### config.mk
export PLATFORM = sky130hd
export DESIGN_NAME = alu
export DESIGN_NICKNAME = d
export VERILOG_FILES = /design/src/rtl/alu.sv
export SDC_FILE = /design/constraint.sdc
export NUM_CORES = 2
export LEC_CHECK = 0
export BUFFER_PORTS_ARGS = -buffer_cell sky130_fd_sc_hd__buf_2
export CORE_ASPECT_RATIO = 0.7
export CORE_MARGIN = 5
export CORE_UTILIZATION = 30
export DETAILED_ROUTE_END_ITERATION = 16
export PLACE_DENSITY = 0.48
export SYNTH_ARGS = -nofsm -noshare
export SYNTH_HDL_FRONTEND = slang
export SYNTH_SLANG_ARGS = --single-unit
export TNS_END_PERCENT = 5
### constraint.sdc
create_clock -name clk -period 0.8 [get_ports clk]
set_input_delay 0.16 -clock clk [delete_from_list [all_inputs] [get_ports clk]]
set_output_delay 0.16 -clock clk [all_outputs]
set_load 0.01 [all_outputs]
### src/rtl/alu.sv
// 32-bit integer ALU with a registered result: one op per clock, one-cycle latency.
// Define ALU_DIV_EN to build the divider. Without it, arithmetic op 011 returns 0.
module alu (
  output logic [31:0] answer,
  input  logic [31:0] A,
  input  logic [31:0] B,
  input  logic        A_or_L,
  input  logic        S_or_U,
  input  logic [2:0]  OpCode,
  input  logic        clk,
  input  logic        rst_n
);

  logic [31:0] answer_reg;
  logic [31:0] answer_next;
  logic [31:0] arith_next;
  logic [31:0] logic_next;
  logic [31:0] quot_next;
  logic [31:0] product;
  logic [4:0]  shamt;

  assign product = A * B;
  assign shamt   = B[4:0];

`ifdef ALU_DIV_EN
  logic [31:0] abs_a;
  logic [31:0] abs_b;
  logic [31:0] mag_q;
  logic        neg_q;

  // Signed divide goes through magnitudes so MIN / -1 wraps back to MIN.
  always_comb begin
    abs_a = (S_or_U && A[31]) ? (~A + 32'd1) : A;
    abs_b = (S_or_U && B[31]) ? (~B + 32'd1) : B;
    neg_q = S_or_U && (A[31] ^ B[31]);
    mag_q = (abs_b == 32'd0) ? 32'd0 : (abs_a / abs_b);
    if (B == 32'd0)
      quot_next = 32'hFFFF_FFFF;
    else if (neg_q)
      quot_next = ~mag_q + 32'd1;
    else
      quot_next = mag_q;
  end
`else
  logic unused_s_or_u;
  assign unused_s_or_u = S_or_U;
  assign quot_next     = 32'd0;
`endif

  always_comb begin
    arith_next = 32'd0;
    case (OpCode)
      3'b000:  arith_next = A + B;
      3'b001:  arith_next = A - B;
      3'b010:  arith_next = product;
      3'b011:  arith_next = quot_next;
      default: arith_next = 32'd0;
    endcase
  end

  always_comb begin
    logic_next = 32'd0;
    case (OpCode)
      3'b000:  logic_next = A & B;
      3'b001:  logic_next = A | B;
      3'b010:  logic_next = A ^ B;
      3'b011:  logic_next = ~A;
      3'b100:  logic_next = A << shamt;
      3'b101:  logic_next = A >> shamt;
      3'b110:  logic_next = $unsigned($signed(A) >>> shamt);
      default: logic_next = 32'd0;
    endcase
  end

  assign answer_next = A_or_L ? logic_next : arith_next;

  always_ff @(posedge clk or negedge rst_n) begin
    if (!rst_n)
      answer_reg <= 32'd0;
    else
      answer_reg <= answer_next;
  end

  assign answer = answer_reg;

endmodule

==> results_dict.tcl <==
set metrics [dict create \
    critical_path_arrival_ns 6.86 \
    finalHoldViolations 0 \
    fillers 8018 \
    vias 24100 \
    gp_congestion 0.9980 \
    root_buffer "clkbuf_16" \
    dieArea_um2 84140 \
    cts_tree "yes" \
    std_cell_rows 85 \
    layout.nets 4248 \
    path_class "in -> reg" \
    synthCells 2871 \
    muxShareOfSynthArea_pct 5.456 \
    synth_seq_area_share_pct 3.407 \
    setup_violations 64 \
    fmax_ghz 0.1498 \
    ir_worst_vdd_v 0.006535 \
    htree_levels 2 \
    ys_types 92 \
    synth_top_family_by_area "adder cells" \
    grt_pass1_vias 23850 \
    drc 0 \
    cpLargestDelayFamily "adder cells" \
    setup_tns_ns -154.57 \
    syn_area_um2 23510 \
    slowest_delay_ns 0.54 \
    max_cap_violations 0 \
    post-route-period-util_pct 834.2 \
    numPlacedInstances 4572 \
    hold_ws_ns 0.3482 \
    routed_wl_um 119200 \
    fin_ws_ns -5.874 \
    ant_nets 0 \
    final-max-slew-violation-count 0 \
    die_y_um 244.2 \
    ys.flop_type "dfrtp_1" \
    port_buffers 101 \
    synth_edf_count 0 \
    grt-ovfl-total 0 \
    path_clk_slew_ns 0.07 \
    grt_pass1_wl_um 170800 \
    grt_setup_unrepaired "true" \
    synthSimpleGateAreaFrac_pct 15.33 \
    crit_buf_inv 7 \
    area_delta_synth_final_pct 35.39 \
    cp.required_ns 0.98 \
    grt_max_degree 59 \
    violations "negative setup slack" \
    fin_area_um2 31820 \
    syn_avg_cell_area_um2 8.187 \
    dp_slack_ns -6.360 \
    largest_register_ffs 32 \
    first_iter_violations 2764 \
    synthArstFlopShare_pct 100.0 \
    ys_ff_latch 32 \
    core-area_um2 77320 \
    drive_gt1_share_pct 29.56 \
    cts_sinks 32 \
    status "finished with violations" \
    track_usage_pct 27.92 \
    holdCritPathClass "in -> async" \
    synth_adder_area_share_pct 46.55 \
    fin_crit_ns 6.674 \
    routedWlPerCell_um 25.94 \
    dieWidth_um 344.6 \
    post-route-util_pct 41.16 \
    worst_slew_pin_slew_ns 1.252 \
    synth_xor_area_share_pct 5.100 \
    critPathMaxFanout 5 \
    antenna_found_initial 4 \
    yosysWarnings 0 \
    total_power_mw 141.2 \
    dp_hpwl_um 101300 \
    leakage_nw 15.68 \
    syn_nets 3571 \
    cp-end-kind "register" \
    max_slew_margin_pct 14.37 \
    start_util_pct 30.40 \
    crit_slowest_cell "fa_1" \
    p_per_area_nw_per_um2 4436 \
    placed_area_um2 30640 \
    worst_path_most_repeated_cell "fa_1" \
    dr.pass1.iters 6 \
    fin_cells 4595 \
    vias_per_cell 5.245 \
    synth_compound_area_share_pct 13.58 \
    cts_inserted_buffers 5 \
    cp-start-kind "input pin" \
    io_pins 103 \
    cts_buffer_depth 2 \
]
==> cells in the final DEF (no fill, tap or decap), drive strengths merged, types with 11 or more instances in the layout <==
cell type	netlist	layout
a21oi	122	122
o22ai	37	37
nand2b	14	14
mux4	29	29
clkinv	14	15
a31oi	23	23
xor2	30	30
a211oi	15	15
inv	442	438
nand3	19	19
o31ai	16	16
a221oi	11	11
buf	65	848
a21o	27	27
mux2i	55	55
nor2	449	449
nand2	305	305
o21ai	85	85
o211ai	14	14
dfrtp	32	32
fa	409	409
nor3	19	19
xnor2	106	106
ha	220	220
a22oi	26	26
a211o	12	12
==> report_power, final <==
| part | switching (mW) | total [mW] | internal [mW] |
|---|---|---|---|
| clock network | 1.04 | 2.21 | 1.17 |
| logic | 69.7 | 137 | 67.1 |
| registers | 0.174 | 2.09 | 1.91 |
==> logic make-up (layout without fill, tap and decap cells) <==
kind of cell,Yosys count,in the layout
flops,32,32
fa+ha+maj,629,629
mux,91,91
other cells,0,2
simple gates,869,869
xor+xnor,136,136
compound gates,479,479
buf+inv,635,1313
==> Yosys cell counts, types with 8 or more instances <==
library cell | number | area (um2)
nor2_1 | 448 | 1682
inv_1 | 432 | 1622
fa_1 | 409 | 8188
nand2_1 | 305 | 1145
ha_1 | 220 | 2753
a21oi_1 | 122 | 610.6
clkbuf_1 | 113 | 424.2
xnor2_1 | 105 | 919.6
o21ai_0 | 66 | 330.3
mux2i_1 | 55 | 550.5
o22ai_1 | 37 | 231.5
buf_1 | 36 | 135.1
dfrtp_1 | 32 | 800.8
xor2_1 | 30 | 262.8
mux4_2 | 29 | 653.1
a21o_1 | 27 | 202.7
a22oi_1 | 26 | 195.2
a31oi_1 | 23 | 143.9
buf_2 | 21 | 105.1
nand3_1 | 19 | 95.09
o21ai_1 | 19 | 95.09
nor3_1 | 17 | 85.08
o31ai_1 | 15 | 112.6
nand2b_1 | 14 | 87.58
o211ai_1 | 14 | 105.1
a211oi_1 | 13 | 97.59
a211o_1 | 12 | 105.1
clkinv_1 | 12 | 45.04
a221oi_1 | 11 | 96.34
o221ai_1 | 10 | 87.58
a221o_1 | 9 | 90.09
inv_2 | 8 | 30.03
o21a_1 | 8 | 60.06
or3_1 | 8 | 50.05
==> worst min-delay path: stages <==
cell and delay [ns]:
dlygate4sd3_1 0.53, buf_2 0.12, buf_12 0.21
==> metal layers <==
metal  vias up  GRT usage [%]  wire (um)
met5         -              0         13
met4         2          4.446       2237
met3       118          8.939      14800
met2      1293          38.59      47260
met1     12090          42.76      54900
li1      10600              -          -
==> final timing paths <==
kind	start	end	slack, ns	cells after the start
setup / recovery	B[7]	answer[28]$_DFF_PN0_	-5.87	26
hold / removal	rst_n	answer[27]$_DFF_PN0_	0.35	3
max in group asynchronous	rst_n	answer[16]$_DFF_PN0_	0.19	3
min in group clk	A_or_L	answer[12]$_DFF_PN0_	0.37	5
==> what timing repair did <==
action                     4_1_cts  5_1_grt
pin swaps                       65       11
setup buffers                   10        3
setup endpoints to repair       64       64
hold endpoints to repair        32        0
hold buffers                     1        0
resized for setup              163       48
==> cell type report <==
cell class	count	area [um2]	share of cell area, %
antenna	2	5.005	0.01573
tap	1044	1306	4.105
sequential	32	800.8	2.516
clock inverter	3	23.77	0.07470
timing repair buffer	849	6888	21.64
inverter	456	1782	5.599
clock buffer	5	125.1	0.3932
multi-input combinational	2204	20890	65.65
Note: power is estimated with default switching activity, not from simulation.
